`src/rtl/bmp_pixel_processor_if.sv`:
```
// Stream bundle for the BMP pixel processor: file words in, processed pixels out.
// The slave modport is the processor's view; master is the feeding/consuming side.
interface bmp_pixel_processor_if #(
  parameter int DATA_WIDTH = 32
) ();
  logic [DATA_WIDTH-1:0] slv_data;
  logic                  slv_data_valid;
  logic                  slv_ready;
  logic [1:0]            slv_mode;
  logic [7:0]            slv_proc_val;
  logic [23:0]           mstr_data;
  logic                  mstr_data_valid;
  logic                  mstr_ready;
  logic                  mstr_cmplt;

  modport slave (
    input  slv_data, slv_data_valid, slv_mode, slv_proc_val, mstr_ready,
    output slv_ready, mstr_data, mstr_data_valid, mstr_cmplt
  );

  modport master (
    output slv_data, slv_data_valid, slv_mode, slv_proc_val, mstr_ready,
    input  slv_ready, mstr_data, mstr_data_valid, mstr_cmplt
  );
endinterface

```
`src/rtl/bmp_pixel_processor.sv`:
```
// Streaming 24-bit BMP decoder: parses the header, strips row padding and applies
// a per-component colour operation, one file byte per cycle.
module bmp_pixel_processor #(
  parameter int DATA_WIDTH = 32,
  parameter int DIM_W      = 16
) (
  input  logic                 clk,
  input  logic                 rst,
  bmp_pixel_processor_if.slave bus,
  output logic [DIM_W-1:0]     img_width,
  output logic [DIM_W-1:0]     img_height,
  output logic                 hdr_err
);
  localparam int BYTES = DATA_WIDTH / 8;
  localparam int CW    = $clog2(BYTES + 1);

  typedef enum logic [2:0] {HDR, SKIP, PIX, TAIL, ERR} state_t;
  state_t state, state_nx;

  logic [DATA_WIDTH-1:0] wbuf;
  logic [CW-1:0]         wcnt;
  logic                  ready_q;
  logic [31:0]           bcnt;
  logic [15:0]           sig;
  logic [31:0]           file_size, data_off, width, height;
  logic [7:0]            bc_lo;
  logic [1:0]            mode;
  logic [7:0]            pval;
  logic [DIM_W-1:0]      col, row;
  logic [1:0]            phase, pad_left;
  logic [7:0]            b_byte, g_byte;
  logic [23:0]           out_data;
  logic                  out_valid, out_cmplt;

  logic [7:0] cur;
  logic       accept, stall, can_take, consume, drop, hdr_ok;
  logic       col_last, row_last, pix_load;
  logic [1:0] pad_w;

  function automatic logic [7:0] apply_op(input logic [1:0] m, input logic [7:0] v,
                                          input logic [7:0] c);
    logic [8:0] s;
    s = {1'b0, c} + {1'b0, v};
    case (m)
      2'b01:   apply_op = s[8] ? 8'hFF : s[7:0];
      2'b10:   apply_op = (c < v) ? 8'h00 : c - v;
      2'b11:   apply_op = ~c;
      default: apply_op = c;
    endcase
  endfunction

  assign cur      = wbuf[DATA_WIDTH-1 -: 8];
  assign accept   = ready_q && bus.slv_data_valid;
  assign stall    = out_valid && !bus.mstr_ready;
  assign can_take = (wcnt != '0) && !stall;
  assign col_last = (col == img_width - DIM_W'(1));
  assign row_last = (row == img_height - DIM_W'(1));
  assign pad_w    = img_width[1:0];
  assign pix_load = consume && (state == PIX) && (pad_left == 2'd0) && (phase == 2'd2);

  // Byte 29 completes the bitcount, so its high byte comes straight from the lane.
  assign hdr_ok = (sig == 16'h4D42) && ({cur, bc_lo} == 16'd24) &&
                  (width != 32'd0) && (height != 32'd0) && !height[31] &&
                  ((width >> DIM_W) == 32'd0) && ((height >> DIM_W) == 32'd0) &&
                  (data_off >= 32'd30);

  always_ff @(posedge clk or posedge rst) begin
    if (rst) state <= HDR;
    else     state <= state_nx;
  end

  always_comb begin
    state_nx = state;
    consume  = 1'b0;
    drop     = 1'b0;
    case (state)
      HDR: if (can_take) begin
        consume = 1'b1;
        if (bcnt == 32'd29) state_nx = hdr_ok ? SKIP : ERR;
      end
      SKIP: if (bcnt == data_off) state_nx = PIX;
            else consume = can_take;
      PIX: if (can_take) begin
        consume = 1'b1;
        if (row_last && ((pad_left == 2'd1) ||
            (pad_left == 2'd0 && phase == 2'd2 && col_last && pad_w == 2'd0)))
          state_nx = TAIL;
      end
      TAIL: if (bcnt >= file_size) begin
        state_nx = HDR;
        drop     = 1'b1;
      end else consume = can_take;
      default: ;
    endcase
  end

  always_ff @(posedge clk or posedge rst) begin
    if (rst) begin
      wbuf <= '0;  wcnt <= '0;  ready_q <= 1'b1;  bcnt <= '0;
      sig <= '0;  file_size <= '0;  data_off <= '0;  width <= '0;  height <= '0;
      bc_lo <= '0;  mode <= '0;  pval <= '0;  col <= '0;  row <= '0;
      phase <= '0;  pad_left <= '0;  b_byte <= '0;  g_byte <= '0;
      img_width <= '0;  img_height <= '0;  hdr_err <= 1'b0;
      out_data <= '0;  out_valid <= 1'b0;  out_cmplt <= 1'b0;
    end else begin
      // Leftover bytes of a finished file are dropped so the next file starts word-aligned.
      if (accept) begin
        wbuf    <= bus.slv_data;
        wcnt    <= CW'(BYTES);
        ready_q <= (state_nx == ERR);
      end else if (drop) begin
        wcnt    <= '0;
        ready_q <= 1'b1;
      end else if (consume) begin
        wbuf    <= wbuf << 8;
        wcnt    <= wcnt - CW'(1);
        ready_q <= (wcnt == CW'(1)) || (state_nx == ERR);
      end else if (state_nx == ERR) begin
        ready_q <= 1'b1;
      end

      if (drop)         bcnt <= '0;
      else if (consume) bcnt <= bcnt + 32'd1;

      if (state_nx == ERR) hdr_err <= 1'b1;

      if (consume && state == HDR) begin
        case (bcnt[4:0])
          5'd0, 5'd1:                 sig       <= {cur, sig[15:8]};
          5'd2, 5'd3, 5'd4, 5'd5:     file_size <= {cur, file_size[31:8]};
          5'd10, 5'd11, 5'd12, 5'd13: data_off  <= {cur, data_off[31:8]};
          5'd18, 5'd19, 5'd20, 5'd21: width     <= {cur, width[31:8]};
          5'd22, 5'd23, 5'd24, 5'd25: height    <= {cur, height[31:8]};
          5'd28:                      bc_lo     <= cur;
          default: ;
        endcase
      end

      if (state == SKIP && state_nx == PIX) begin
        mode       <= bus.slv_mode;
        pval       <= bus.slv_proc_val;
        img_width  <= width[DIM_W-1:0];
        img_height <= height[DIM_W-1:0];
        col <= '0;  row <= '0;  phase <= '0;  pad_left <= '0;
      end else if (consume && state == PIX) begin
        if (pad_left != 2'd0) begin
          pad_left <= pad_left - 2'd1;
          if (pad_left == 2'd1) row <= row + DIM_W'(1);
        end else begin
          case (phase)
            2'd0:    begin b_byte <= cur; phase <= 2'd1; end
            2'd1:    begin g_byte <= cur; phase <= 2'd2; end
            default: begin
              phase <= 2'd0;
              if (col_last) begin
                col <= '0;
                if (pad_w != 2'd0) pad_left <= pad_w;
                else               row <= row + DIM_W'(1);
              end else col <= col + DIM_W'(1);
            end
          endcase
        end
      end

      if (pix_load) begin
        out_valid <= 1'b1;
        out_data  <= {apply_op(mode, pval, cur), apply_op(mode, pval, g_byte),
                      apply_op(mode, pval, b_byte)};
        out_cmplt <= col_last && row_last;
      end else if (out_valid && bus.mstr_ready) begin
        out_valid <= 1'b0;
        out_cmplt <= 1'b0;
      end
    end
  end

  assign bus.slv_ready       = ready_q;
  assign bus.mstr_data       = out_data;
  assign bus.mstr_data_valid = out_valid;
  assign bus.mstr_cmplt      = out_cmplt;
endmodule

```
`src/flat_wrapper.sv`:
```
// flat-port wrapper written by rule: the top's interface ports become plain ports
module bmp_pixel_processor_flat 
#(
  parameter int DATA_WIDTH = 32,
  parameter int DIM_W      = 16
)
  (clk, rst, img_width, img_height, hdr_err, bus_slv_data, bus_slv_data_valid, bus_slv_mode, bus_slv_proc_val, bus_mstr_ready, bus_slv_ready, bus_mstr_data, bus_mstr_data_valid, bus_mstr_cmplt);
  bmp_pixel_processor_if #(.DATA_WIDTH(DATA_WIDTH)) bus_i ();
  input  logic clk;
  input  logic rst;
  output logic [DIM_W-1:0] img_width;
  output logic [DIM_W-1:0] img_height;
  output logic hdr_err;
  input wire logic [$bits(bus_i.slv_data)-1:0] bus_slv_data;
  input wire logic [$bits(bus_i.slv_data_valid)-1:0] bus_slv_data_valid;
  input wire logic [$bits(bus_i.slv_mode)-1:0] bus_slv_mode;
  input wire logic [$bits(bus_i.slv_proc_val)-1:0] bus_slv_proc_val;
  input wire logic [$bits(bus_i.mstr_ready)-1:0] bus_mstr_ready;
  output wire logic [$bits(bus_i.slv_ready)-1:0] bus_slv_ready;
  output wire logic [$bits(bus_i.mstr_data)-1:0] bus_mstr_data;
  output wire logic [$bits(bus_i.mstr_data_valid)-1:0] bus_mstr_data_valid;
  output wire logic [$bits(bus_i.mstr_cmplt)-1:0] bus_mstr_cmplt;
  assign bus_i.slv_data = bus_slv_data;
  assign bus_i.slv_data_valid = bus_slv_data_valid;
  assign bus_i.slv_mode = bus_slv_mode;
  assign bus_i.slv_proc_val = bus_slv_proc_val;
  assign bus_i.mstr_ready = bus_mstr_ready;
  assign bus_slv_ready = bus_i.slv_ready;
  assign bus_mstr_data = bus_i.mstr_data;
  assign bus_mstr_data_valid = bus_i.mstr_data_valid;
  assign bus_mstr_cmplt = bus_i.mstr_cmplt;
  bmp_pixel_processor #(.DATA_WIDTH(DATA_WIDTH), .DIM_W(DIM_W)) u_core (.clk(clk), .rst(rst), .bus(bus_i), .img_width(img_width), .img_height(img_height), .hdr_err(hdr_err));
endmodule
```
`config.mk`:
```
export PLATFORM = sky130hd
export DESIGN_NAME = bmp_pixel_processor_flat
export DESIGN_NICKNAME = d
export VERILOG_FILES = /design/src/rtl/bmp_pixel_processor_if.sv /design/src/rtl/bmp_pixel_processor.sv /design/src/flat_wrapper.sv
export SDC_FILE = /design/constraint.sdc
export NUM_CORES = 1
export LEC_CHECK = 0
export ABC_AREA = 1
export BUFFER_PORTS_ARGS = -buffer_cell sky130_fd_sc_hd__buf_2
export CORE_UTILIZATION = 56
export DETAILED_ROUTE_END_ITERATION = 7
export PLACE_DENSITY = 0.77
export SLEW_MARGIN = 10
export SYNTH_ARGS = -nofsm -noshare
export SYNTH_HDL_FRONTEND = slang
export SYNTH_SLANG_ARGS = --single-unit
```
`constraint.sdc`:
```
create_clock -name clk -period 10.5 [get_ports clk]
set_input_delay 1.575 -clock clk [delete_from_list [all_inputs] [get_ports clk]]
set_output_delay 1.575 -clock clk [all_outputs]
set_load 0.005 [all_outputs]
```
==> results.cfg <==
[run_status]
status = complete, no violations

[finish]
final_layout_size_suffix_gt1_share_pct = 8.31
final_nets = 2846
stdcell_count = 3187
fin_area_um2 = 22200
nFillCells = 3005
area_growth_pct = 10.8
fin_util_pct = 63.8
antenna_cells = 0

[logic_synthesis]
netlist_instances = 2635
synth_cell_types = 55
async_reset_ff_share_pct = 100
syn-num-nets = 2779
synth_area_um2 = 20100
yosysSeqAreaShare_pct = 42.9
synth_ff_type = dfrtp_1
ys_warn_count = 0
synth_top_area_share_pct = 42.8
synth_most_common_cell = nand2_1
syn_avg_cell_area_um2 = 7.62
synth_area_leaders = dfrtp_1 43%, nand2_1 13%, o21ai_0 6.6%
ys_ff_latch = 344
synth_common_cells = 670 x nand2_1, 343 x dfrtp_1, 308 x inv_1
yosysTopAreaCell = dfrtp_1
synth_edf_count = 0

[timing]
fin_crit_ps = 3910
finalMaxSlewViolations = 0
setup_viol = 0
whs_ps = 476
finalCritPeriodShare_pct = 37.3
finalClockSkew_ps = 12.8
rsz0062_at_grt = false
tightest_slew_ps = 1090
report.final.hold_viol_count = 0
setup_tns_ps = 0
clock.fmax_ghz = 0.256
fin_ws_ps = 6590
relSlewSlack_pct = 26.9

[global_route]
grt_overflow = 0
grt_pass1_vias = 17100
track_usage_pct = 30.7
antenna_found_initial = 0
grt_pass1_wl_mm = 88.2
grt_max_degree = 82

[setup_path]
arrival_ps = 4350
worst_setup_path_end_kind = register
startpoint_type = primary input
worst-setup-path-type = primary input to register
required_ps = 10940
path_max_fanout = 31

[route]
via_per_inst = 5.71
firstDrtPassIters = 5
drt_first_iter_violations = 1712
ant_nets = 0
wl_per_cell_um = 17.4
vias = 18200
drc_errors = 0
routed_wirelength_mm = 55.4

[die]
die_area_um2 = 36600
die_w_um = 191
rows = 68
initial_core_util_pct = 57.5
ioPinCount = 106
coreArea_um2 = 34900
die_h_um = 191

[pwr]
switchingPower_mw = 2.34
seq_power_share_pct = 37.2
power_density_nw_per_um2 = 255
p_leak_nw = 10.9
ir_drop_uv = 259
p_sw_share_pct = 41.3
finalPower_mw = 5.68
p_comb_share_pct = 37.2
clkPwrFrac_pct = 25.5
p_int_mw = 3.34

[clock_network]
htreeDepth = 2
clock_latency_ps = 550
cts_buffers = 39
post_cts_buffers = 0
post_cts_resized = 0
hold_buffers = 0
clock-sinks = 344
tritoncts = done
clockRootBuffer = clkbuf_16
clk_path_buf_depth = 3
clk_pin_slew_ps = 60

[placed_design]
gp_congestion = 0.958
io_buffers = 105
pre_cts_slack_ps = 6080
dpl_cell_area_um2 = 20900
post-place-cells = 3116
dpl.hpwl_mm = 39.7

[job]
maxCapViolCount = 0

[min_path]
min_path_type = register to register
-- layout make-up --
type	instances	area (um^2)	area share [%]
flip-flops and latches	344	8610	38.7
clock buffers	56	1180	5.32
clock inverters	15	196	0.883
multi-input cells	1875	9830	44.2
inverters	320	1210	5.42
repair buffers	122	653	2.94
well taps	455	569	2.56
-- layer usage --
metal / track usage [%] / wire length, um
met1: 42.3 / 24200
met2: 48.4 / 25000
met3: 5.47 / 4400
met4: 10.9 / 1750
met5: 0 / 0
-- state kept, by name (all words and copies together), names as in the netlist, 3 cells and up --
signal                flops
u_core.b_byte             8
u_core.bc_lo              8
u_core.bcnt              32
u_core.bus.mstr_data     24
u_core.col               16
u_core.data_off          32
u_core.file_size         32
u_core.g_byte             8
u_core.height            32
u_core.img_height        16
u_core.img_width         16
u_core.pval               8
u_core.row               16
u_core.sig               16
u_core.state              3
u_core.wbuf              32
u_core.wcnt               3
u_core.width             32
-- worst max-delay path: stages --
cell and delay, ps:
buf_2 120, o22ai_1 170, nor2_1 390, nand2_1 180
nor2_1 170, nand2_1 610, inv_1 820, nand4_1 160
o21a_1 140
-- kinds of logic after synthesis --
kind of cell | Yosys count | share of synthesized area, %
buffers and inverters | 416 | 8.16
flip-flops | 344 | 42.9
adder cells (fa/ha/maj) | 98 | 6.33
XOR/XNOR | 100 | 4.36
AND/OR/NAND/NOR | 1192 | 25.3
AO/OA/AOI/OAI | 485 | 13.0
-- final timing paths --
check / from / to / slack, ps / cells after the start
min reg2reg: u_core.bus.mstr_data[8] / u_core.bus.mstr_data[8] / 480 / 2
min in group asynchronous: rst / u_core.file_size[14] / 1180 / 2
max in group asynchronous: rst / u_core.row[12] / 7160 / 4
min: u_core.bus.mstr_data[8] / u_core.bus.mstr_data[8] / 480 / 2
max reg2reg: u_core.wcnt[0] / u_core.bus.mstr_data[11] / 6800 / 11
max: bus_mstr_ready / u_core.bus.mstr_data[11] / 6590 / 9
-- cells in the final DEF, fill, tap and decap left out, drive strengths merged, types with 6 or more instances in the layout --
cell      n
xnor2    21
xor2     79
clkinv   11
o21a      6
nor4     29
nor3     42
ha       92
nand2   676
a221oi    7
nor2    237
nand3   123
nand4    67
a21oi    89
inv     315
a31oi     8
o21ai   332
fa        6
dfrtp   343
buf     122
or2       6
clkbuf   56
o211ai    8
o21bai   14
-- power by group through the flow --
stage / clock network [mW] / registers [mW] / logic (mW)
2_1_floorplan: 0 / 1.97 / 1.62
3_3_place_gp: 0 / 2.11 / 2.00
3_5_place_dp: 0 / 2.12 / 2.08
4_1_cts: 1.47 / 2.10 / 2.10
5_1_grt: 1.52 / 2.16 / 2.41
6_report: 1.45 / 2.12 / 2.12
(Power assumes the default switching activity.)
